[src/rtl/sha1_pkg.sv]
// Shared SHA1 definitions: block geometry, round constants, state encoding
// and the rotate helper used by the message schedule.
package sha1_pkg;

    localparam int SHA1_N               = 32;
    localparam int SHA1_WORDS_PER_BLOCK = 16;
    localparam int SHA1_ROUNDS          = 80;
    localparam int SHA1_BLOCK_W         = 512;

    // Round constants, one per group of 20 rounds; consumed by the round stage.
    localparam logic [31:0] SHA1_K0 = 32'h5A827999;
    localparam logic [31:0] SHA1_K1 = 32'h6ED9EBA1;
    localparam logic [31:0] SHA1_K2 = 32'h8F1BBCDC;
    localparam logic [31:0] SHA1_K3 = 32'hCA62C1D6;

    typedef logic [0:0] sha1_state_t;
    localparam sha1_state_t ST_IDLE = 1'b0;
    localparam sha1_state_t ST_RUN  = 1'b1;

    function automatic logic [SHA1_N-1:0] rotl1(input logic [SHA1_N-1:0] x);
        return {x[SHA1_N-2:0], x[SHA1_N-1]};
    endfunction

endpackage

[src/rtl/sha1_w_window.sv]
// 16-word sliding window of the SHA1 schedule: parallel load of a block,
// shift-down by one word per step with the ROTL1 recurrence fed into the top.
module sha1_w_window
    import sha1_pkg::*;
(
    input  logic                    clk,
    input  logic                    rst,
    input  logic                    load,
    input  logic                    shift,
    input  logic [SHA1_BLOCK_W-1:0] block_in,
    output logic [SHA1_N-1:0]       w
);

    logic [SHA1_N-1:0] win [SHA1_WORDS_PER_BLOCK];
    logic [SHA1_N-1:0] mix;

    // win[i] holds W[t+i], so W[t+16] draws from taps 13, 8, 2 and 0.
    assign mix = win[13] ^ win[8] ^ win[2] ^ win[0];
    assign w   = win[0];

    always_ff @(posedge clk) begin
        // NOTE: the window is cleared on reset so w reads zero until the first
        // load; this storage is small enough that a reset costs nothing notable.
        if (rst) begin
            for (int i = 0; i < SHA1_WORDS_PER_BLOCK; i++) win[i] <= '0;
        end else if (load) begin
            for (int i = 0; i < SHA1_WORDS_PER_BLOCK; i++)
                win[i] <= block_in[SHA1_BLOCK_W-1-SHA1_N*i -: SHA1_N];
        end else if (shift) begin
            for (int i = 0; i < SHA1_WORDS_PER_BLOCK - 1; i++) win[i] <= win[i+1];
            win[SHA1_WORDS_PER_BLOCK-1] <= rotl1(mix);
        end
    end

endmodule

[src/rtl/sha1_msg_sched.sv]
// SHA1 message schedule generator: accepts one padded 512-bit block and
// streams W[0..79] with a 1-based round index under valid/ready flow control.
module sha1_msg_sched
    import sha1_pkg::*;
#(
    parameter int N      = 32,
    parameter int ROUNDS = 80
) (
    input  logic          clk,
    input  logic          rst,
    input  logic          in_valid,
    output logic          in_ready,
    input  logic [16*N-1:0] block_in,
    output logic          out_valid,
    input  logic          out_ready,
    output logic [N-1:0]  w,
    output logic [7:0]    round,
    output logic          last,
    output logic          busy
);

    sha1_state_t state;
    logic        load;
    logic        fire;

    // Handshake outputs decode from registered state only, so out_ready never
    // reaches in_ready combinationally.
    assign in_ready  = (state == ST_IDLE);
    assign out_valid = (state == ST_RUN);
    assign busy      = out_valid;
    assign last      = out_valid && (round == 8'(ROUNDS));

    assign load = in_valid && in_ready;
    assign fire = out_valid && out_ready;

    always_ff @(posedge clk) begin
        if (rst) begin
            state <= ST_IDLE;
            round <= 8'd0;
        end else if (state == ST_IDLE) begin
            if (load) begin
                state <= ST_RUN;
                round <= 8'd1;
            end
        end else if (fire) begin
            if (last) begin
                state <= ST_IDLE;
                round <= 8'd0;
            end else begin
                round <= round + 8'd1;
            end
        end
    end

    sha1_w_window u_window (
        .clk      (clk),
        .rst      (rst),
        .load     (load),
        .shift    (fire && !last),
        .block_in (block_in),
        .w        (w)
    );

endmodule

[config.mk]
export PLATFORM = sky130hd
export DESIGN_NAME = sha1_msg_sched
export DESIGN_NICKNAME = d
export VERILOG_FILES = /design/src/rtl/sha1_pkg.sv /design/src/rtl/sha1_w_window.sv /design/src/rtl/sha1_msg_sched.sv
export SDC_FILE = /design/constraint.sdc
export NUM_CORES = 1
export LEC_CHECK = 0
export ABC_AREA = 1
export BUFFER_PORTS_ARGS = -buffer_cell sky130_fd_sc_hd__buf_2
export CAP_MARGIN = 0
export CELL_PAD_IN_SITES_DETAIL_PLACEMENT = 1
export CELL_PAD_IN_SITES_GLOBAL_PLACEMENT = 1
export CORE_MARGIN = 5
export CORE_UTILIZATION = 44
export CTS_CLUSTER_DIAMETER = 80
export DETAILED_ROUTE_END_ITERATION = 6
export PLACE_DENSITY = 0.86
export SYNTH_ARGS = -nofsm -noshare
export SYNTH_HDL_FRONTEND = slang
export SYNTH_HIERARCHICAL = 1
export SYNTH_SLANG_ARGS = --single-unit
[constraint.sdc]
create_clock -name clk -period 11.53 [get_ports clk]
set_clock_uncertainty 0.15 [all_clocks]
set_input_delay 2.306 -clock clk [delete_from_list [all_inputs] [get_ports clk]]
set_output_delay 2.306 -clock clk [all_outputs]
set_load 0.02 [all_outputs]
==> results.sh <==
export IMPL_status="finished, final reports clean"
export IMPL_ys_top_cells_by_area="sky130_fd_sc_hd__edfxtp_1, sky130_fd_sc_hd__nand2_1, sky130_fd_sc_hd__nand3_1"
export IMPL_effective_utilization_at_floorplan=0.443
export IMPL_overflow=0
export IMPL_internal_power_mw=3.47
export IMPL_worst_setup_hold_path_clk_slew_ns=0.06
export IMPL_post_route_cells_drive_above_1_share=0.202
export IMPL_cts_path_max_buffers=3
export IMPL_clock_latency_ns=0.61
export IMPL_yosys_top_cells_count="sky130_fd_sc_hd__nand2_1, sky130_fd_sc_hd__edfxtp_1, sky130_fd_sc_hd__nand3_1, sky130_fd_sc_hd__inv_1, sky130_fd_sc_hd__o21ai_0"
export IMPL_drt_wirelength_per_cell_um=22.8
export IMPL_power_switching_mw=1.26
export IMPL_post_route_worst_setup_slack_ns=5.89
export IMPL_power_static_leakage_nw=14.3
export IMPL_path_buf_inv=4
export IMPL_first_pass_iters=5
export IMPL_cp_top_family="buffers and inverters"
export IMPL_area_growth_synth_to_final_pct=20.0
export IMPL_report_final_hold_viol_count=0
export IMPL_syn_area_mm2=0.0249
export IMPL_cp_required_ns=11.86
export IMPL_reg2reg_from="busy$_SDFF_PP0_"
export IMPL_slew_limit_headroom=0.170
export IMPL_max_freq_ghz=0.177
export IMPL_setup_tns_final_ns=0
export IMPL_synthArstFlopShare=0
export IMPL_r2r_cells=9
export IMPL_grt_max_degree=195
export IMPL_hold_path_depth=2
export IMPL_synthMostInstantiatedCell="sky130_fd_sc_hd__nand2_1"
export IMPL_nets=3777
export IMPL_ctsResizeCount=0
export IMPL_power_per_cell_area_mw_per_mm2=158
export IMPL_synth_ff_latch_count=521
export IMPL_netSwitchingFraction=0.266
export IMPL_drc_violations_left=0
export IMPL_buffer_ports_inserted=559
export IMPL_dr_total_vias=22100
export IMPL_die_span_in_x_um=248
export IMPL_vdd_drop_max_v=0.000108
export IMPL_reg2reg_setup_slack_ns=7.30
export IMPL_floorplan_die_height_um=248
export IMPL_yosysTopAreaCell="sky130_fd_sc_hd__edfxtp_1"
export IMPL_drtAntennaViolNets=0
export IMPL_share_seq_of_total_power=0.507
export IMPL_transition_time_at_the_pin_with_the_least_slew_margin_ns=1.24
export IMPL_tritoncts="built"
export IMPL_final_max_slew_viol_count=0
export IMPL_cts_num_sinks=521
export IMPL_instance_count_on_the_critical_path=7
export IMPL_pre_cts_slack_ns=5.37
export IMPL_ys_seq_area_frac=0.626
export IMPL_synth_cells=2776
export IMPL_grt_first_pass_wirelength_um=134000
export IMPL_end_kind="flip-flop"
export IMPL_average_cell_area_after_synthesis_um2=8.95
export IMPL_critPathMaxStageDelay_ns=0.90
export IMPL_dpl_hpwl_um=65600
export IMPL_timing_rr_end="u_window/win[11][14]$_DFFE_PP_"
export IMPL_min_path_type="flip-flop to flip-flop"
export IMPL_finalCriticalPeriod_ns=5.64
export IMPL_globalplace_congestion=0.934
export IMPL_power_share_combinational=0.118
export IMPL_cp_slowest_cell="sky130_fd_sc_hd__buf_4"
export IMPL_cts_htree_levels=2
export IMPL_total_core_area_mm2=0.0562
export IMPL_share_clk_of_total_power=0.374
export IMPL_yosys_most_used_dff="sky130_fd_sc_hd__edfxtp_1"
export IMPL_grt_antenna_before_repair=34
export IMPL_initialDrtViolationCount=2091
export IMPL_grt_util_all_layers=0.289
export IMPL_post_synth_top_area_fraction=0.619
export IMPL_rsz0062_at_grt="false"
export IMPL_hold_end="u_window/win[5][15]$_SDFFCE_PN0P_"
export IMPL_cp_start_kind="input port"
export IMPL_die_area_mm2=0.0613
export IMPL_synth_lib_cells_used_distinct=25
export IMPL_min_from="u_window/win[6][15]$_SDFFCE_PN0P_"
export IMPL_num_io_pins=560
export IMPL_syn_num_nets=3294
export IMPL_drt_wl_total_um=93200
export IMPL_setup_worst_path_class="input port to flip-flop"
export IMPL_cap_violations=0
export IMPL_worst_path_max_fanout=194
export IMPL_cts_post_setup_buffers_inserted=0
export IMPL_timing_final_setup_violations=0
export IMPL_clock_root_buffer="sky130_fd_sc_hd__clkbuf_16"
export IMPL_cts_buffers_inserted=57
export IMPL_cts_hold_fix_buffers=0
export IMPL_synth_edff_count=512
export IMPL_vias_in_the_first_global_route=22700
export IMPL_synth_warning_count=6
export IMPL_final_period_utilization=0.489
export IMPL_crit_arrival_ns=5.96
export IMPL_crit_path_cell_trace="buf_2 > inv_8 > nand3_4 > inv_8 > buf_4 > nand2_1 > nand2_1"
export IMPL_avgViaCountPerCell=5.41
export IMPL_fp_row_count=87
power groups by stage:
stage	registers, mW	clock network (mW)	logic (mW)
2_1_floorplan	2.43	0	0.282
3_3_place_gp	2.42	0	0.521
3_5_place_dp	2.43	0	0.548
4_1_cts	2.39	1.79	0.556
5_1_grt	2.41	1.87	0.609
6_report	2.40	1.77	0.560
area by class of cell:
class | count | area [um2]
clock buffer | 72 | 1500
antenna | 26 | 65.1
sequential | 521 | 15600
clock inverter | 30 | 241
fill | 6728 | 26300
multi-input combinational | 1958 | 8020
tap | 756 | 946
timing repair buffer | 573 | 2920
inverter | 148 | 581
per-stage QoR:
stage / hold slack [ns] / utilization / power, mW / cell area (um2) / std cells
final: 0.361 / 0.531 / 4.72 / 29800 / 4084
after global routing: 0.372 / 0.531 / 4.89 / 29800 / 4084
after CTS: 0.360 / 0.530 / 4.74 / 29800 / 4058
after floorplan: 0.337 / - / 2.71 / 24900 / 2776
after detailed placement: 0.349 / 0.499 / 2.98 / 28000 / 3956
after global placement: 0.340 / 0.499 / 2.94 / 28000 / 3956
registers in the layout (all words and copies together), names as in the netlist:
signal        flops
busy              1
u_window/win    512
round             8
metal layers:
| layer | global-route usage | share of wire |
|---|---|---|
| met5 | 0 | 0.0010 |
| met3 | 0.0412 | 0.070 |
| met1 | 0.391 | 0.41 |
| met2 | 0.469 | 0.47 |
| met4 | 0.124 | 0.047 |
how the worst max path moves through the flow:
stage,from,endpoint,slack [ns]
floorplan,out_ready,u_window/win[1][0]$_SDFFCE_PN0P_,2.84
global placement,rst,u_window/win[15][24]$_DFFE_PP_,5.45
detailed placement,rst,u_window/win[15][18]$_DFFE_PP_,5.37
CTS,rst,u_window/win[11][14]$_DFFE_PP_,6.02
global route,rst,u_window/win[11][14]$_DFFE_PP_,5.68
finish,rst,u_window/win[11][14]$_DFFE_PP_,5.89
worst reg2reg max path: stages (launching register included):
cell and delay (ns):
sky130_fd_sc_hd__dfxtp_1 0.47, sky130_fd_sc_hd__inv_1 0.14, sky130_fd_sc_hd__nand2_2 0.17, sky130_fd_sc_hd__inv_8 0.16, sky130_fd_sc_hd__inv_4 0.34, sky130_fd_sc_hd__nand3_4 0.36
sky130_fd_sc_hd__inv_8 0.90, sky130_fd_sc_hd__buf_4 1.03, sky130_fd_sc_hd__nand2_1 0.27, sky130_fd_sc_hd__nand2_1 0.12
cells in the final DEF, fill, tap and decap left out, types with 3 or more instances in the layout:
master,synthesis,final
sky130_fd_sc_hd__a21oi_1,5,5
sky130_fd_sc_hd__buf_2,37,559
sky130_fd_sc_hd__buf_4,34,13
sky130_fd_sc_hd__bufinv_16,0,4
sky130_fd_sc_hd__clkbuf_1,72,13
sky130_fd_sc_hd__clkbuf_16,0,57
sky130_fd_sc_hd__clkinv_1,1,16
sky130_fd_sc_hd__clkinv_2,0,8
sky130_fd_sc_hd__dfxtp_1,9,9
sky130_fd_sc_hd__diode_2,0,26
sky130_fd_sc_hd__edfxtp_1,512,512
sky130_fd_sc_hd__inv_1,140,139
sky130_fd_sc_hd__inv_2,6,4
sky130_fd_sc_hd__inv_8,0,3
sky130_fd_sc_hd__nand2_1,1471,1468
sky130_fd_sc_hd__nand2_2,5,5
sky130_fd_sc_hd__nand2_4,0,3
sky130_fd_sc_hd__nand3_1,354,354
sky130_fd_sc_hd__nor2_1,12,12
sky130_fd_sc_hd__o21ai_0,96,96
sky130_fd_sc_hd__o21ai_1,5,5
logic make-up (layout without fill, tap and decap cells):
group,after synthesis,count (layout),share of synthesized area
simple gates,1847,1847,0.298
flops,521,521,0.626
buf+inv,297,823,0.0523
compound gates,108,108,0.0224
fa+ha+maj,2,2,0.00101
xor+xnor,1,1,0.000352
other cells,0,26,0
Note: power is estimated with default switching activity, not from simulation.
